**config.mk**
```make
export PLATFORM = sky130hd
export DESIGN_NAME = imem_loader
export DESIGN_NICKNAME = d
export VERILOG_FILES = /design/src/rtl/imem_loader.sv
export SDC_FILE = /design/constraint.sdc
export NUM_CORES = 1
export LEC_CHECK = 0
export ABC_AREA = 1
export BUFFER_PORTS_ARGS = -buffer_cell sky130_fd_sc_hd__buf_2
export CORE_ASPECT_RATIO = 1.1
export CORE_MARGIN = 1.5
export CORE_UTILIZATION = 51
export CTS_CLUSTER_SIZE = 24
export DETAILED_ROUTE_END_ITERATION = 16
export GPL_TIMING_DRIVEN = 0
export PLACE_DENSITY_LB_ADDON = 0.2
export SETUP_SLACK_MARGIN = 0.2
export SKIP_CTS_REPAIR_TIMING = 1
export SLEW_MARGIN = 20
export SYNTH_ARGS = -nofsm -noshare
export SYNTH_HDL_FRONTEND = slang
export SYNTH_SLANG_ARGS = --single-unit
```
**constraint.sdc**
```tcl
create_clock -name clk -period 1.6 [get_ports clk]
set_clock_uncertainty 0.15 [all_clocks]
set_input_delay 0.4 -clock clk [delete_from_list [all_inputs] [get_ports clk]]
set_output_delay 0.4 -clock clk [all_outputs]
set_load 0.1 [all_outputs]
```
**src/rtl/imem_loader.sv**
```systemverilog
`default_nettype none
// ============================================================================
// Module      : imem_loader
// Description : Framed byte-stream loader that writes little-endian 32-bit
//               words into instruction memory and holds the CPU in reset
//               until the whole program has been written.
// Revision    : 1.0 - initial release
// ============================================================================
module imem_loader #(
    parameter int ADDR_WIDTH = 8
) (
    input  logic                  clk,
    input  logic                  rst,
    input  logic                  in_valid,
    input  logic [7:0]            in_data,
    output logic                  in_ready,
    input  logic                  load_req,
    output logic                  imem_we,
    output logic [ADDR_WIDTH-1:0] imem_waddr,
    output logic [31:0]           imem_wdata,
    output logic                  cpu_rst,
    output logic                  done,
    output logic                  err
);

    localparam logic [16:0] DEPTH_L = 17'(2 ** ADDR_WIDTH);

    localparam logic [2:0] S_HDR0  = 3'd0;
    localparam logic [2:0] S_HDR1  = 3'd1;
    localparam logic [2:0] S_DATA  = 3'd2;
    localparam logic [2:0] S_WRITE = 3'd3;
    localparam logic [2:0] S_DONE  = 3'd4;
    localparam logic [2:0] S_ERR   = 3'd5;

    logic [2:0]            state_q,    state_d;
    logic [15:0]           n_q,        n_d;
    logic [ADDR_WIDTH-1:0] word_cnt_q, word_cnt_d;
    logic [1:0]            byte_cnt_q, byte_cnt_d;
    logic [31:0]           word_q,     word_d;
    logic [ADDR_WIDTH-1:0] waddr_q,    waddr_d;
    logic [31:0]           wdata_q,    wdata_d;

    logic                  accept;
    logic [15:0]           n_full;
    logic                  last_word;

    always_ff @(posedge clk) begin
        if (rst) begin
            state_q    <= S_HDR0;
            n_q        <= '0;
            word_cnt_q <= '0;
            byte_cnt_q <= '0;
            word_q     <= '0;
            waddr_q    <= '0;
            wdata_q    <= '0;
        end else begin
            state_q    <= state_d;
            n_q        <= n_d;
            word_cnt_q <= word_cnt_d;
            byte_cnt_q <= byte_cnt_d;
            word_q     <= word_d;
            waddr_q    <= waddr_d;
            wdata_q    <= wdata_d;
        end
    end

    always_comb begin
        state_d    = state_q;
        n_d        = n_q;
        word_cnt_d = word_cnt_q;
        byte_cnt_d = byte_cnt_q;
        word_d     = word_q;
        waddr_d    = waddr_q;
        wdata_d    = wdata_q;
        accept     = in_valid && in_ready;
        n_full     = {in_data, n_q[7:0]};
        last_word  = ({1'b0, n_q} == (17'(word_cnt_q) + 17'd1));

        case (state_q)
            S_HDR0: begin
                if (accept) begin
                    n_d[7:0] = in_data;
                    state_d  = S_HDR1;
                end
            end
            S_HDR1: begin
                if (accept) begin
                    n_d[15:8]  = in_data;
                    word_cnt_d = '0;
                    byte_cnt_d = '0;
                    if (n_full == 16'd0 || {1'b0, n_full} > DEPTH_L) begin
                        state_d = S_ERR;
                    end else begin
                        state_d = S_DATA;
                    end
                end
            end
            S_DATA: begin
                if (accept) begin
                    word_d[{byte_cnt_q, 3'b000} +: 8] = in_data;
                    byte_cnt_d = byte_cnt_q + 2'd1;
                    // Capture the write port on the 4th byte so it is stable for the whole WRITE cycle.
                    if (byte_cnt_q == 2'd3) begin
                        waddr_d = word_cnt_q;
                        wdata_d = {in_data, word_q[23:0]};
                        state_d = S_WRITE;
                    end
                end
            end
            S_WRITE: begin
                word_cnt_d = word_cnt_q + ADDR_WIDTH'(1);
                state_d    = last_word ? S_DONE : S_DATA;
            end
            S_DONE, S_ERR: begin
                if (load_req) begin
                    state_d    = S_HDR0;
                    n_d        = '0;
                    word_cnt_d = '0;
                    byte_cnt_d = '0;
                    word_d     = '0;
                end
            end
            default: state_d = S_HDR0;
        endcase
    end

    always_comb begin
        in_ready = 1'b0;
        imem_we  = 1'b0;
        cpu_rst  = 1'b1;
        done     = 1'b0;
        err      = 1'b0;
        case (state_q)
            S_HDR0, S_HDR1, S_DATA: in_ready = 1'b1;
            S_WRITE:                imem_we  = 1'b1;
            S_DONE: begin
                cpu_rst = 1'b0;
                done    = 1'b1;
            end
            S_ERR:                  err      = 1'b1;
            default: ;
        endcase
    end

    assign imem_waddr = waddr_q;
    assign imem_wdata = wdata_q;

endmodule
`default_nettype wire

```
# [After elaboration in Yosys (flattened, before gate mapping)]
# Index checks and enable logic that the tools add are counted.
[totals] word_cells=73 output_inout_bits=45 in_bits=12 reg_bits=101
[op_classes] add_sub_neg=4 eq_ne=12 mux=28 n_shift=2 order_cmp=1 reduce_logical=18
[ops] cell="32-bit two-way mux" count=2
[ops] cell="32-bit one-hot mux with 2 select lines" count=1
[ops] cell="32-bit bitwise mux" count=1
[ops] cell="8-bit one-hot mux with 2 select lines" count=2
[ops] cell="8-bit by 7-bit variable shift with 32-bit output, first input constant" count=1
[ops] cell="8-bit by 7-bit indexed part select with 32-bit output" count=1
[ops] cell="8-bit two-way mux" count=3
[ops] cell="8-bit one-hot mux with 3 select lines" count=1
[ops] cell="3-bit two-way mux" count=7
[ops] cell="16-bit by 9-bit equality test with 1-bit output" count=1
[ops] cell="16-bit by 9-bit greater-than comparator with 1-bit output, second input constant" count=1
[ops] cell="16-bit zero test" count=1
[ops] cell="16-bit two-way mux" count=1
[ops] cell="3-bit one-hot mux with 5 select lines" count=1
[ops] cell="3-bit AND reduction" count=5
[ops] cell="2-bit inequality test, second input constant" count=5
[ops] cell="8-bit by 1-bit adder with 9-bit output, second input constant" count=1
[ops] cell="8-bit by 1-bit adder with 8-bit output, second input constant" count=1
[ops] cell="5-bit negator with 7-bit output" count=1
[ops] cell="3-bit by 2-bit equality test with 1-bit output, second input constant" count=2
[ops] cell="3-bit equality test, second input constant" count=2
[ops] cell="2-bit two-way mux" count=3
[ops] cell="2-bit one-hot mux with 3 select lines" count=1
[ops] cell="2-bit nonzero test" count=3
[ops] cell="12 further kinds" count=17

# [Logic depth before layout (Yosys ltp)]
# Gate-level depths: netlist of the first run.
[depth] word_depth=6 mapped_depth=15 mapped_depth_nobuf=15

# [Worst setup path after synthesis of the first run]
# No wires, ideal clock.
[synth_timing] path_type="reg2out" from="register state_q[1]" to="output port cpu_rst" stages_incl_launch_ff=5 t_arrival_ps=2713 setup_slack_ps=-1663 t_required_ps=1050 n_path_buf=0 path_cell_list="dfxtp_1 > inv_2 > nand2_4 > nor2_1 > inv_1"
[synth_between] elab_chain_cells=2
[synth_lines] item="from (decl)" line_no="35" text="logic [2:0] state_q, state_d;"
[synth_lines] item="from (signal assigned)" line_no="57" text="state_q <= state_d;"
[synth_lines] item="3-bit equality test" line_no="133" text="case (state_q)"
[synth_lines] item="1-bit two-way mux" line_no="133"
[synth_lines] item="to (decl)" line_no="21" text="output logic cpu_rst,"
# Every way passes these cells.

# [Worst setup path after layout of the first run]
[layout_timing] from="register state_q[0]" to="output port in_ready"
[layout_between] elab_chain_cells=3 elab_cells_between_ends=5 classes_between="2 x eq/ne; 1 x mux; 2 x reduce/logical"
[layout_lines] item="3-bit by 1-bit equality test with 1-bit output, or another cell as far along" line_no="133"
[layout_lines] item="3-bit OR reduction (*)" line_no="133"
[layout_lines] item="1-bit two-way mux (*)" line_no="133"
[layout_lines] item="to (decl)" line_no="16" text="output logic in_ready,"
# Mark *: on every way between the ends. The rest lies on a longest branch, timed or not.

==> metrics.txt, run 1 <==
DRC=0; Total Power=6090 uW; Worst Path Arrival=1.43 ns; Fill cells=635; Yosys cell types=25; worst path required time=1.05 ns; max cap viols=0; GRT Total Usage=25.7%; met1 Usage GRT=34.9%; Setup crit start kind=flip-flop; peak supply drop=0.00109 V; CTS Sinks=93; Remaining Overflow, GRT=0; final net count=701; Critical path origin=state_q[0]$_SDFFE_PP0P_; ys async rst share=0%; dpl ws=-0.460 ns; wire per inst=14.3 um; clk_lat worst skew=0.37 ns; actual slew at the worst max-slew pin=0.713 ns; drt via density=5.35; Top Ports=57; first-pass GRT wire length=17.4 mm; most common cell in the netlist=nand2_1; RSZ-0062 raised after global routing=yes; Crit Reg-Reg Startpoint=state_q[0]$_SDFFE_PP0P_; CTS Buffer Depth=2; critical path, cell by cell=inv_4 -> nor2_4 -> inv_4 -> nor2_4 -> inv_4 -> nand2_8 -> buf_12; crit path buf inv count=4; critical path class=reg2out; Static Leak=0.00227 uW; core footprint=0.00791 mm^2; CP max stage delay=0.39 ns; H-tree levels=3; PortBufs=55; Hold Path Origin=in_data[4]; relative slew slack=52.5%; CTS Root Cell=clkbuf_8; Seq/Total Area, Yosys=45.0%; Layout area overhead=38.9%; mapped cell area=0.00414 mm^2; final hold vios=0; share of cells above drive strength 1=34.2%; Net Count, Synth=610; CP max stage cell=dfxtp_4; FP Rows=34; drt total wl=11.4 mm; Post-synth EDFFs=0; initial antenna violation count=0; flops & latches, synth=93; CP dominant cell by count=inv_4; Worst Setup End Kind=output pin; outcome=complete, but fails checks; post-layout min period=1.98 ns; met2 Usage GRT=40.1%; final setup fails=114; Area contributors post-synth=dfxtp_1 45%, a21oi_1 11%, nand2_1 11%; Pwr per Cell Area=1060 mW/mm^2; Synth top cells by count=122 x nand2_1, 93 x a21oi_1, 93 x dfxtp_1, 75 x nand3_1, 67 x inv_1; Die Width=88.9 um; Synth Instances=592; vias=4,255; delay-heaviest family, CP=flip-flops; met3 usage=5.69%; initial drt markers=280; Clock Pin Slew Worst Setup and Hold Paths=0.10 ns; DRT Pass-1 Iters=5; chip height=97.5 um; number of diodes=0; Initial Utilization=52.3%; violated checks=negative setup slack; Syn. warnings=0; CTS tree=done; cts bufs inserted=9; mean post-synth cell area=7.00 um^2; post-synth top area share=45.0%; Hold Crit Class=in2reg; Final Slew Violations=0; hpwl dp=7.80 mm; crit path max fanout=4; DRT antenna net count=0; upper clock frequency limit=506 MHz; vias in the first global route=3,701; GPL Wtd Cong=0.888; Main synth FF type=dfxtp_1; setup ws final=-0.377 ns; die area=0.00867 mm^2; final worst-path cycle share=124%; GR peak layer=met2; largest net degree at the start of global routing=19; Yosys top cell by area=dfxtp_1
==> worst min-delay path: stages <==
cell     delay, ns
buf_2         0.12
nand3_1       0.08
a21oi_1       0.05
==> kinds of logic after synthesis <==
family	synth area share [%]
AND/OR/NAND/NOR	26.9
AO/OA/AOI/OAI	16.9
buffers and inverters	9.43
flip-flops	45.0
adder cells (fa/ha/maj)	1.81
==> layout by cell type, fill, tap and decap left out, types with 2 or more instances in the layout <==
cell	count
nand2_1	112
a21oi_1	83
nand3_1	73
inv_1	58
dfxtp_2	46
dfxtp_1	43
buf_2	32
o21ai_0	24
buf_12	23
buf_4	23
nor2_1	18
nor3_1	13
nor2_2	11
clkbuf_1	10
a21oi_2	10
clkbuf_8	10
inv_4	9
o21ai_1	8
clkbuf_4	8
nand2_2	7
buf_6	7
nand4_1	6
nor2_4	6
nand2_4	4
inv_2	4
clkbuf_2	4
o21ai_2	4
dfxtp_4	4
clkinvlp_4	3
nand3_2	3
ha_4	3
ha_1	3
o21ai_4	2
inv_6	2
==> power by group <==
part	leakage (uW)	switching (uW)	internal [uW]	total [uW]
Combinational	0.00138	1120	674	1790
Clock	0.000105	922	759	1680
Sequential	0.000780	116	2500	2620
==> layout make-up <==
class	instances	area, um^2	share of cell area (%)
Buffer	29	196	3.42
Tap cell	108	135	2.35
Timing Repair Buffer	80	822	14.3
Clock inverter	7	91.3	1.59
Clock buffer	9	124	2.15
Sequential cell	93	1930	33.6
Inverter	74	309	5.37
Multi-Input combinational cell	396	2140	37.2
==> worst paths after layout <==
| kind | slack, ns | cells past startpoint | to |
|---|---|---|---|
| worst max-delay path | -0.38 | 7 | in_ready |
| worst min-delay path | 0.16 | 3 | word_q[12]$_SDFFE_PP0P_ |
| worst max register to register | -0.32 | 9 | word_q[7]$_SDFFE_PP0P_ |
| worst min register to register | 0.31 | 2 | word_q[6]$_SDFFE_PP0P_ |
==> metrics by stage <==
stage	TNS, ns	hold WS, ns	utilization [%]	cell area, um^2	cells
after global placement	-11.17	0.288	60.3	4770	755
after global routing	-21.20	0.144	72.7	5750	796
after CTS	-19.08	0.158	63.0	4980	771
final	-12.14	0.156	72.7	5750	796
after floorplan	-1.28	0.274	-	4360	592
after detailed placement	-13.36	0.291	60.3	4770	755
==> metal layers <==
layer / vias to the layer above / share of wire [%] / wire [um]
met5: - / 0 / 0
met4: 0 / 2.0 / 226
met3: 21 / 4.2 / 473
met2: 132 / 48 / 5500
met1: 1986 / 46 / 5200
li1: 2116 / - / -
==> state kept, by name, indices dropped and copies added, names as in the netlist <==
| name | flops |
|---|---|
| imem_wdata | 32 |
| word_q | 24 |
| n_q | 16 |
| imem_waddr | 8 |
| word_cnt_q | 8 |
| state_q | 3 |
| byte_cnt_q | 2 |
No activity file was read; power rests on OpenSTA's default activity.
==> run 2, diff against run 1 <==
- CORE_UTILIZATION: 51 -> 61
- clock period: 1.6 -> 2.4 ns (I/O delays scaled with it)
==> run 2 against run 1 <==
  * The run now ends clean
  * Cell area fell by 15%
  * Non-clock buffer count shrank 20
  * Sequential share of layout area is 4.4 points higher
  * Wire length down 6.3%
  * Register-to-register slack better by 0.61 ns
  * Combinational power fell by 49%
  * Count of clock-buffer cells in the layout up 1
  * Hold slack better by 0.15 ns
  * Global-route usage increased by 4.2 points
  * Sequential power decreased by 33%
==> metrics.txt, run 2 (synthesis gave the netlist of run 1 again) <==
outcome=finished, final reports clean; DRC=0 (unchanged); die area=0.00729 mm^2 (-16%); hpwl dp=7.61 mm (-2.4%); initial drt markers=316 (+13%); Initial Utilization=62.8% (+10 points); GRT Total Usage=29.9% (+4.2 points); Hold Crit Class=reg2reg; Fill cells=527 (-17%); Layout area overhead=18.6%; Setup crit start kind=flip-flop; final net count=681 (-2.9%); GR peak layer=met2; peak supply drop=0.000715 V (-34%); critical path class=reg2out; most frequent cells in the layout=120 x nand2_1, 93 x a21oi_1, 90 x dfxtp_1, 75 x nand3_1, 65 x inv_1; Final Slew Violations=0 (unchanged); Clock Pin Slew Worst Setup and Hold Paths=0.09 ns (about the same); worst reg2reg setup slack=0.29 ns (+0.61 ns); R2R cell count=10 (+1); clk_lat worst skew=0.36 ns (about the same); cts bufs inserted=9 (unchanged); Remaining Overflow, GRT=0 (unchanged); worst path required time=1.65 ns (+0.60 ns); vias in the first global route=3,594 (-2.9%); max cap viols=0 (unchanged); CTS Sinks=93 (unchanged); CTS Root Cell=clkbuf_8; met3 usage=4.59% (-1.1 points); met1 Usage GRT=36.5% (+1.6 points); vias=4,197 (-1.4%); Static Leak=0.00200 uW (-12%); final hold vios=0 (unchanged); GPL Wtd Cong=0.942 (+6.1%); DRT antenna net count=0 (unchanged); Worst Setup End Kind=output pin; CTS tree=done; CTS Buffer Depth=2 (unchanged); crit path max fanout=7 (+3); PortBufs=55 (unchanged); Worst Hold Slack=0.304 ns (+0.148 ns); RR Endpoint=word_q[15]$_SDFFE_PP0P_; final setup fails=0 (-100%); number of diodes=0 (unchanged); wire per inst=14.2 um (-0.54%); Die Width=81.6 um (-8.3%); FP Rows=31 (-8.8%); first-pass GRT wire length=16.4 mm (-5.4%); largest net degree at the start of global routing=17 (-2); max reg flops=32 (unchanged); share of cells above drive strength 1=16.3% (-18 points); drt total wl=10.7 mm (-6.3%); upper clock frequency limit=463 MHz; final core utilization=74.5% (+1.8 points); Critical path origin=state_q[1]$_SDFFE_PP0P_; Pwr per Cell Area=805 mW/mm^2 (-24%); Crit Reg-Reg Startpoint=state_q[1]$_SDFFE_PP0P_; post-layout min period=2.16 ns; initial antenna violation count=0 (unchanged); Setup crit end=cpu_rst; drt via density=5.60 (+4.7%); met2 Usage GRT=50.0% (+9.9 points); Top Ports=57 (unchanged); DRT Pass-1 Iters=5 (unchanged); chip height=89.4 um (-8.3%); actual slew at the worst max-slew pin=0.649 ns (-0.0637 ns); final worst-path cycle share=90.0%; relative slew slack=56.7% (+4.2 points); core footprint=0.00659 mm^2 (-17%); commonest non-fill, non-tap cell in the layout=nand2_1; RSZ-0062 raised after global routing=no; H-tree levels=3 (unchanged); Worst Path Arrival=1.41 ns (-0.02 ns)
[run 2: worst min path at each step]
stage / start / endpoint / depth (start not counted)
global placement: word_q[1]$_SDFFE_PP0P_ / word_q[1]$_SDFFE_PP0P_ / 2
global route: word_q[18]$_SDFFE_PP0P_ / word_q[18]$_SDFFE_PP0P_ / 2
floorplan: word_q[0]$_SDFFE_PP0P_ / word_q[0]$_SDFFE_PP0P_ / 2
detailed placement: word_q[16]$_SDFFE_PP0P_ / word_q[16]$_SDFFE_PP0P_ / 2
finish: word_q[0]$_SDFFE_PP0P_ / word_q[0]$_SDFFE_PP0P_ / 2
CTS: word_q[18]$_SDFFE_PP0P_ / word_q[18]$_SDFFE_PP0P_ / 2
[run 2: report_power, final]
part	switching (uW)	total [uW]	internal [uW]
logic	637	916	279
registers	74.1	1750	1670
clock network	564	1290	728
[run 2: layout make-up]
cell class | count | area [um^2] | share of cell area (%)
inverter | 74 | 278 | 5.66
buffer | 29 | 124 | 2.52
tap | 82 | 103 | 2.09
multi-input combinational | 396 | 1930 | 39.3
clock inverter | 6 | 115 | 2.34
clock buffer | 10 | 138 | 2.80
sequential | 93 | 1870 | 38.0
timing repair buffer | 60 | 354 | 7.21
[run 2: critical path, cell delays in order (launching register included)]
cell     delay (ns)
dfxtp_1        0.47
inv_2          0.12
nand2_4        0.15
nor2_4         0.04
inv_1          0.06
buf_6          0.22
[run 2: metrics by stage]
stage	instance area [um^2]	TNS, ns	total power [uW]	worst slack (ns)	std cells
floorplan	4150	0	2390	0.0693	592
global placement	4530	0	2560	0.0677	729
detailed placement	4530	0	2590	0.0497	729
CTS	4780	-0.583	3850	-0.362	745
global route	4910	0	4130	0.115	750
finish	4910	0	3950	0.241	750
[run 2: metal layers]
metal	share of wire [%]	wire length (um)
met1	43	4550
met2	48	5080
met3	6.2	660
met5	0	0
met4	3.6	389
